[config.mk]
export PLATFORM = sky130hd
export DESIGN_NAME = vga_display_window
export DESIGN_NICKNAME = d
export VERILOG_FILES = /design/src/rtl/vga_display_window.sv
export SDC_FILE = /design/constraint.sdc
export NUM_CORES = 1
export LEC_CHECK = 0
export ABC_AREA = 1
export CAP_MARGIN = 20
export CELL_PAD_IN_SITES_DETAIL_PLACEMENT = 0
export CELL_PAD_IN_SITES_GLOBAL_PLACEMENT = 1
export CORE_MARGIN = 2
export CORE_UTILIZATION = 40
export DETAILED_ROUTE_END_ITERATION = 7
export PLACE_DENSITY_LB_ADDON = 0.1
export SLEW_MARGIN = 20
export SYNTH_ARGS = -nofsm -noshare
export SYNTH_HDL_FRONTEND = slang
export SYNTH_SLANG_ARGS = --single-unit
[constraint.sdc]
create_clock -name Clk -period 7.8 [get_ports Clk]
set_input_delay 1.95 -clock Clk [delete_from_list [all_inputs] [get_ports Clk]]
set_output_delay 1.95 -clock Clk [all_outputs]
set_load 0.1 [all_outputs]
[src/rtl/vga_display_window.sv]
// Active-window gate for a VGA timing stream: generates pixel fetch requests inside a
// runtime-configurable window and realigns syncs/DE/RGB with the pixel source latency.
module vga_display_window #(
  parameter int REZ_MAX_WIDTH = 11,
  parameter int RGB_WIDTH     = 12,
  parameter int PIX_LAT       = 2
) (
  input  logic                     Clk,
  input  logic                     Rst,
  input  logic [REZ_MAX_WIDTH-1:0] Hcount,
  input  logic [REZ_MAX_WIDTH-1:0] Vcount,
  input  logic                     Hsync_in,
  input  logic                     Vsync_in,
  input  logic                     Cfg_valid,
  output logic                     Cfg_ready,
  input  logic [REZ_MAX_WIDTH-1:0] Cfg_Hstart,
  input  logic [REZ_MAX_WIDTH-1:0] Cfg_Hlen,
  input  logic [REZ_MAX_WIDTH-1:0] Cfg_Vstart,
  input  logic [REZ_MAX_WIDTH-1:0] Cfg_Vlen,
  output logic                     Cfg_applied,
  output logic                     Pix_req,
  output logic [REZ_MAX_WIDTH-1:0] Pix_x,
  output logic [REZ_MAX_WIDTH-1:0] Pix_y,
  input  logic [RGB_WIDTH-1:0]     Pix_rgb,
  output logic                     Hsync_out,
  output logic                     Vsync_out,
  output logic                     De_out,
  output logic [RGB_WIDTH-1:0]     RGB_out,
  output logic                     Frame_start
);

  localparam int W = REZ_MAX_WIDTH;
  localparam int D = PIX_LAT + 2;

  typedef enum logic {IDLE, PENDING} cfg_state_e;

  cfg_state_e     state_q;
  logic           cfg_ready_q, cfg_applied_q;
  logic [W-1:0]   hstart_q, hlen_q, vstart_q, vlen_q;
  logic [W-1:0]   sh_hstart_q, sh_hlen_q, sh_vstart_q, sh_vlen_q;

  logic           boundary, apply;
  logic [W-1:0]   eff_hstart, eff_hlen, eff_vstart, eff_vlen;
  logic [W:0]     hend, vend;
  logic           active;
  logic [W-1:0]   pix_x_d, pix_y_d;

  logic [D-1:0]   act_q, hs_q, vs_q, fs_q;
  logic [W-1:0]   pix_x_q, pix_y_q;
  logic [RGB_WIDTH-1:0] rgb_q;

  assign boundary = (Hcount == '0) && (Vcount == '0);
  assign apply    = (state_q == PENDING) && boundary;

  // The boundary cycle itself already compares against the incoming window, so the
  // whole frame (starting at pixel 0,0) sees a single window.
  always_comb begin
    eff_hstart = apply ? sh_hstart_q : hstart_q;
    eff_hlen   = apply ? sh_hlen_q   : hlen_q;
    eff_vstart = apply ? sh_vstart_q : vstart_q;
    eff_vlen   = apply ? sh_vlen_q   : vlen_q;
    hend       = {1'b0, eff_hstart} + {1'b0, eff_hlen};
    vend       = {1'b0, eff_vstart} + {1'b0, eff_vlen};
    active     = (Hcount >= eff_hstart) && ({1'b0, Hcount} < hend) &&
                 (Vcount >= eff_vstart) && ({1'b0, Vcount} < vend);
    pix_x_d    = '0;
    pix_y_d    = '0;
    if (active) begin
      pix_x_d = Hcount - eff_hstart;
      pix_y_d = Vcount - eff_vstart;
    end
  end

  always_ff @(posedge Clk or negedge Rst) begin
    if (!Rst) begin
      state_q       <= IDLE;
      cfg_ready_q   <= 1'b1;
      cfg_applied_q <= 1'b0;
      hstart_q      <= '0;
      hlen_q        <= W'(640);
      vstart_q      <= '0;
      vlen_q        <= W'(480);
      sh_hstart_q   <= '0;
      sh_hlen_q     <= W'(640);
      sh_vstart_q   <= '0;
      sh_vlen_q     <= W'(480);
    end else begin
      cfg_applied_q <= 1'b0;
      case (state_q)
        IDLE: begin
          if (Cfg_valid) begin
            sh_hstart_q <= Cfg_Hstart;
            sh_hlen_q   <= Cfg_Hlen;
            sh_vstart_q <= Cfg_Vstart;
            sh_vlen_q   <= Cfg_Vlen;
            cfg_ready_q <= 1'b0;
            state_q     <= PENDING;
          end
        end
        PENDING: begin
          if (boundary) begin
            hstart_q      <= sh_hstart_q;
            hlen_q        <= sh_hlen_q;
            vstart_q      <= sh_vstart_q;
            vlen_q        <= sh_vlen_q;
            cfg_applied_q <= 1'b1;
            cfg_ready_q   <= 1'b1;
            state_q       <= IDLE;
          end
        end
        default: begin
          state_q     <= IDLE;
          cfg_ready_q <= 1'b1;
        end
      endcase
    end
  end

  // act_q[0] is the registered request; tap PIX_LAT lines up with the returning pixel.
  always_ff @(posedge Clk or negedge Rst) begin
    if (!Rst) begin
      act_q   <= '0;
      hs_q    <= '0;
      vs_q    <= '0;
      fs_q    <= '0;
      pix_x_q <= '0;
      pix_y_q <= '0;
      rgb_q   <= '0;
    end else begin
      act_q   <= {act_q[D-2:0], active};
      hs_q    <= {hs_q[D-2:0], Hsync_in};
      vs_q    <= {vs_q[D-2:0], Vsync_in};
      fs_q    <= {fs_q[D-2:0], boundary};
      pix_x_q <= pix_x_d;
      pix_y_q <= pix_y_d;
      rgb_q   <= act_q[PIX_LAT] ? Pix_rgb : '0;
    end
  end

  assign Cfg_ready   = cfg_ready_q;
  assign Cfg_applied = cfg_applied_q;
  assign Pix_req     = act_q[0];
  assign Pix_x       = pix_x_q;
  assign Pix_y       = pix_y_q;
  assign Hsync_out   = hs_q[D-1];
  assign Vsync_out   = vs_q[D-1];
  assign De_out      = act_q[D-1];
  assign Frame_start = fs_q[D-1];
  assign RGB_out     = rgb_q;

endmodule

# Word level (Yosys, flattened, before mapping)
# Cells that the tools add are included.
[totals]
romBits = 0
memories = 0
register_bits = 141
in_bits = 83
word_cells = 54
latchBits = 0
out_inout_bits = 41
ramBits = 0
[classes]
mux = 15
n_eq_ne = 2
n_reduce_logical = 10
bitwise = 1
n_addsub = 4
multipliers = 0
div_mod_pow = 0
shift = 0
order_cmp = 4
[op_table]
columns = ["operator", "count"]
rows = [
  ["$mux 11", 6],
  ["$add 11x11->12", 2],
  ["$lt 11x12->1", 2],
  ["$ge 11x11->1", 2],
  ["$logic_not 11->1", 2],
  ["$sub 11x11->11", 2],
  ["$mux 12", 1],
  ["$mux 1", 6],
  ["$reduce_and 2->1", 3],
  ["$logic_and 1x1->1", 5],
  ["$pmux 1 s2", 2],
  ["$ne 2x1->1 const B", 1],
  ["$ne 2x2->1 const B", 1],
  ["$not 1->1", 1],
]

# Depth between registers and ports, before layout
[logic_depth]
ltp_word = 10
ltp_mapped = 31
ltp_nobuf = 30

# Least setup slack after synthesis
# OpenSTA, ideal clock, no wires.
[synth_timing]
path_kind = "input -> register"
from = "in Hcount[7]"
to = "reg pix_y_q[7], in the netlist Pix_y[7]"
path_stages = 26
slack_ps = 1939
required_ps = 7731
path_buffers = 3
arrival_ps = 5792
setup_ps = 69
path_cell_list = "nor2_1 -> nand2_1 -> nor2_4 -> nand4_4 -> buf_6 -> clkbuf_1 -> or2_2 -> o21ai_0 -> inv_1 -> fa_1 -> a31oi_1 -> o21ai_0 -> a21oi_1 -> o21ai_0 -> nand2_1 -> nand2_1 -> a21oi_1 -> xor2_1 -> ha_1 -> nand4_1 -> a2bb2oi_1 -> nand3_1 -> a21oi_2 -> nand3_2 -> buf_6 -> nor2_2"
[synth_via]
elab_chain_len = 10
word_cells_on_any_way = 18
cone_classes = "add/sub: 3; order compare: 4; mux: 5; reduce/logical: 6"
[synth_rtl]
columns = ["item", "line_no", "source"]
rows = [
  ["start, declared", "10", "input logic [REZ_MAX_WIDTH-1:0] Hcount,"],
  ["$logic_not 11->1", "52", "assign boundary = (Hcount == '0) && (Vcount == '0);"],
  ["$logic_and 1x1->1", "52", ""],
  ["$logic_and 1x1->1", "53", "assign apply = (state_q == PENDING) && boundary;"],
  ["$mux 11 (on tied branches)", "58, 59", ""],
  ["$add 11x11->12", "62", "hend = {1'b0, eff_hstart} + {1'b0, eff_hlen};"],
  ["$lt 11x12->1", "64", "active = (Hcount >= eff_hstart) && ({1'b0, Hcount} < hend) &&"],
  ["$logic_and 1x1->1 (2 in a row)", "64", ""],
  ["$logic_and 1x1->1", "65", "(Vcount >= eff_vstart) && ({1'b0, Vcount} < vend);"],
  ["$mux 11 (*)", "68", "if (active) begin"],
  ["via pix_y_d[7]", "46", "logic [W-1:0] pix_x_d, pix_y_d;"],
  ["end signal, assigned", "135", "pix_y_q <= pix_y_d;"],
  ["end, declared", "49", "logic [W-1:0] pix_x_q, pix_y_q;"],
]
# Mark *: on every way through the listed nets, which the timed path passes. The rest lies on a longest branch.
# A chain may end at the register's enable or synchronous reset.

# Final worst setup path
[layout_timing]
from = "in Hcount[4]"
to = "reg pix_x_q[0], in the netlist Pix_x[0]"
[layout_via]
elab_chain_len = 10
word_cells_on_any_way = 18
cone_classes = "add/sub: 3; order compare: 4; mux: 5; reduce/logical: 6"
[layout_rtl]
columns = ["item", "line_no", "source"]
rows = [
  ["$logic_not 11->1", "52", ""],
  ["$logic_and 1x1->1", "52", ""],
  ["$logic_and 1x1->1", "53", ""],
  ["$mux 11 (on tied branches)", "58, 59", ""],
  ["$add 11x11->12", "62", ""],
  ["$lt 11x12->1", "64", ""],
  ["$logic_and 1x1->1 (2 in a row)", "64", ""],
  ["$logic_and 1x1->1", "65", ""],
  ["$mux 11 (*)", "68", ""],
  ["via pix_x_d[0]", "46", ""],
  ["end signal, assigned", "134", "pix_x_q <= pix_x_d;"],
  ["end, declared", "49", ""],
]
# Marked as above.

==> run summary <==
The clock network fraction of total power is 45.9%. The netlist area before placement came out at 0.00777 sq mm. The placeable core area came out at ~0.019 sq mm.

Once layout is complete, the cells apart from fillers number 1341. The share of total power dissipated in combinational logic is 10.6%. After detailed routing, the number of remaining DRC violations is 0.

The power dissipated by switching net loads is 0.474 mW. The average detailed-routed wire length per instance is 13.3 microns. Power spread over the standard cell area amounts to 183 mW/mm^2.

For this run, the leading register cell type out of synthesis is sky130_fd_sc_hd__dfrtp_1. The full die area is just over 0.02 sq mm. The maximum vdd ir drop is approximately 0.00014 V.

Global routing consumed, over all layers together, around a fifth of the routing resources. The sum of overflow across all layers after global routing came out at 0. The total count of hold-check failures in the final report came out at 0.

Compared with the post-synthesis result, the final layout area differs by 27.0%. The number of pins with negative max-slew slack in the final report came out at 0. The setup clock skew after layout came out at 0.0104 ns. The post-route netlist has 11.7% of its cells at a drive strength greater than 1. The number of gates resized after CTS was 0. The via count of the first global-routing pass is just under 6000. The gate count after technology mapping is 942. The iteration-0 DRC count of the detailed router is 285. On the final layout, the worst hold slack is 0.342 ns. The total design power is roughly 1.8 mW. The maximum cell stage delay along the critical path came out at 0.58 ns.

The post-CTS setup buffer count came out at 0. The placement-stage cell area is 0.00928 sq mm. The total number of vias is 6015. Grouping stages by cell kind, the critical path spends the most delay in compound AO/OA/AOI/OAI gates. The worst path arrival time came out at ~7 ns. The number of search-and-repair iterations in the first detailed-routing pass is 4. The final cell utilization of the core came out at 52.3%.

The number of antenna violations at the first check in global routing came to 0. The post-layout instance area is 0.00987 sq mm. The internal power component came out at 1.33 mW. The root buffer cell chosen for the clock tree is sky130_fd_sc_hd__clkbuf_16. The number of buffers and inverters on the critical path is 3.

The proportion of synthesized chip area in sequential cells is 45.6%. The worst path setup slack after routing came out at 1.01 ns. The largest area contributor in the synthesized netlist is sky130_fd_sc_hd__dfrtp_1. After synthesis, the largest area contributor takes up 41.2% of total cell area.

The pin slew with the least headroom to its limit is 1.02 ns. The class of the tightest hold or removal check is reg2reg. Detailed placement finished with a half-perimeter wire length of 13600 microns. The total negative setup slack came out at 0 ns. The cell count after placement is 1309.

Yosys attributes the largest share of cell area to sky130_fd_sc_hd__dfrtp_1, sky130_fd_sc_hd__nand2_1, sky130_fd_sc_hd__ha_1. The first global-routing pass estimated 29900 microns of wire. The worst setup slack before clock tree synthesis came out at 0.507 ns. The number of nets in the layout came out at 1215. The number of nets in the synthesized netlist is between 1000 and 1500.

Yosys mapped a number of flops with a built-in enable equal to 0. The highest net fanout along the worst path is 38. The row count is 50.

Counting stages on the worst path, the most repeated cell is sky130_fd_sc_hd__o21ai_0. Clock tree synthesis inserted a total of 17 buffers. The count of warnings emitted by yosys came out at 0. The critical path goes through clkdlybuf4s50_1 -> nor2_2 -> nand2_2 -> nor2_4 -> nand4_4 -> clkinv_4 -> o21ai_0 -> inv_1 -> fa_1 -> a31oi_1 -> o21ai_0 -> a21oi_1 -> o21ai_0 -> nand2_1 -> nand2_1 -> a21oi_1 -> xor2_1 -> ha_1 -> nand4_1 -> a2bb2oi_1 -> nand3_1 -> a21oi_2 -> nand3_2 -> nor2_1.

The y dimension of the die came out at 143 microns. The final critical-path share of the clock period came out at 87.1%. The number of flip-flops under the largest register name came out at 12. Of the total power, the share spent switching nets is 26.2%. The hold buffer count at CTS came out at 0.

The average size of a mapped cell is a little over 8 sq um. sky130_fd_sc_hd__nand2_1 is the most common cell in the netlist. The flop and latch count out of synthesis is roughly 140. The largest net degree at the start of global routing is 78. The async set-or-reset flop fraction in the synthesized netlist is 100%. The max-cap check violation count is 0. In the synthesized netlist, the cells that appear most often are sky130_fd_sc_hd__nand2_1, sky130_fd_sc_hd__dfrtp_1, sky130_fd_sc_hd__inv_1.

The boundary pin count came out at 124. The headroom to the max-slew limit came out at 32.1%. Setup repair after global routing left no endpoint under its margin.

The setup violation total in the final timing report came out at 0. Clock-pin slew was measured on the worst setup and hold paths at around 0.070 ns. The number of different library cells used by synthesis comes to 39. The kind of start point of the critical path is a primary input. STA puts the critical path data required time at about 8.1 ns.

The routed design has between 15000 and 20000 microns of wire. STA classifies the critical path endpoint as a register. The routability congestion estimate from global placement came out at 0.842. Counting along the longest clock path gives a buffer depth of 2. The peak clock frequency supported by timing is 147 MHz. The count of antenna diodes in the layout is 0.

The starting utilization of the core area came out at between 40 and 50%. For this design, the sink count on the clock tree is 141. The critical path class is in2reg. From left edge to right edge, the die measures between 100 and 150 microns. The worst path needs 6.79 ns of the cycle, external delays included. The ratio of routed vias to standard cells came out at 4.49.

Clock latency on the worst-skew pair, taken at its later pin, is 0.43 ns. Of the total power, registers draw 43.5%. The flow ran to the end, and the final reports show no timing, DRC or antenna violations. The H-tree generated during clock tree synthesis spans 4 levels.

The slowest stage of the critical path belongs to the cell sky130_fd_sc_hd__clkdlybuf4s50_1. The post-route antenna net violation count came out at 0. The count of buffers from port buffering is 123. TritonCTS built the clock tree. The leakage power summed over all cells came out at 5.30 nW.
-- cells by family after synthesis --
| family | after synthesis | share of synthesized area [%] |
|---|---|---|
| flops | 141 | 45.6 |
| compound gates | 97 | 6.74 |
| simple gates | 493 | 27.9 |
| xor+xnor | 28 | 3.15 |
| fa+ha+maj | 64 | 10.5 |
| buf+inv | 119 | 6.12 |
-- cells in the final DEF (no fill, tap or decap), types with 2 or more instances in the layout --
cell	Yosys	routed
sky130_fd_sc_hd__inv_6	0	5
sky130_fd_sc_hd__nand2_2	15	15
sky130_fd_sc_hd__nor4_1	2	2
sky130_fd_sc_hd__o21ai_0	38	38
sky130_fd_sc_hd__dfstp_2	13	13
sky130_fd_sc_hd__buf_4	0	6
sky130_fd_sc_hd__inv_1	90	90
sky130_fd_sc_hd__nor2_2	21	21
sky130_fd_sc_hd__clkbuf_16	0	17
sky130_fd_sc_hd__a21o_1	6	6
sky130_fd_sc_hd__o211ai_1	2	2
sky130_fd_sc_hd__nor3_1	6	6
sky130_fd_sc_hd__nand4_1	6	6
sky130_fd_sc_hd__a21oi_1	43	43
sky130_fd_sc_hd__clkdlybuf4s50_1	0	122
sky130_fd_sc_hd__a31oi_1	3	3
sky130_fd_sc_hd__xor2_1	15	15
sky130_fd_sc_hd__ha_1	62	62
sky130_fd_sc_hd__nand3_2	4	4
sky130_fd_sc_hd__dfrtp_1	128	128
sky130_fd_sc_hd__nand2_1	339	339
sky130_fd_sc_hd__nor2_1	42	41
sky130_fd_sc_hd__xnor2_1	13	13
sky130_fd_sc_hd__nand3_1	28	28
sky130_fd_sc_hd__clkinv_4	1	2
sky130_fd_sc_hd__nor2_4	3	4
sky130_fd_sc_hd__o21bai_1	2	2
sky130_fd_sc_hd__inv_2	5	5
sky130_fd_sc_hd__bufinv_16	0	2
sky130_fd_sc_hd__or2_2	17	17
sky130_fd_sc_hd__clkinv_2	0	2
sky130_fd_sc_hd__nand2_4	3	3
sky130_fd_sc_hd__fa_1	2	2
sky130_fd_sc_hd__clkinvlp_4	0	3
sky130_fd_sc_hd__nand3b_1	3	3
-- metal layers --
metal / vias to the layer above / share of wire, % / track usage (%)
li1: 3232 / - / -
met1: 2627 / 55 / 28.4
met2: 146 / 40 / 26.6
met3: 10 / 4.6 / 4.17
met4: 0 / 0.77 / 4.95
met5: - / 0 / 0
-- worst paths after layout --
kind                                   start                        to  slack [ns]  cells past startpoint
hold / removal             fs_q[0]$_DFF_PN0_         fs_q[1]$_DFF_PN0_        0.34                      0
max in group asynchronous                Rst  vstart_q[10]$_DFFE_PN0N_        4.97                      2
setup / recovery                   Hcount[4]        Pix_x[0]$_DFF_PN0_        1.01                     24
hold reg to reg            fs_q[0]$_DFF_PN0_         fs_q[1]$_DFF_PN0_        0.34                      0
setup reg to reg           state_q$_DFF_PN0_        Pix_x[0]$_DFF_PN0_        2.58                     20
min in group asynchronous                Rst         fs_q[1]$_DFF_PN0_        1.53                      1
-- cell type report --
cell class	count	area, sq um
Tap cell	260	325
Fill cell	1845	9020
Inverter	97	369
Clock buffer	18	439
Clock inverter	14	156
Sequential cell	141	3540
Timing Repair Buffer	129	1280
Multi-Input combinational cell	682	3760
-- power by group through the flow --
stage          Clock (mW)  Combinational, mW  Sequential (mW)
2_1_floorplan           0             0.0779            0.824
3_3_place_gp            0              0.194            0.798
3_5_place_dp            0              0.195            0.799
4_1_cts             0.851              0.195            0.786
5_1_grt             0.882              0.217            0.790
6_report            0.830              0.192            0.786
Power figures use the tool's default switching activity.
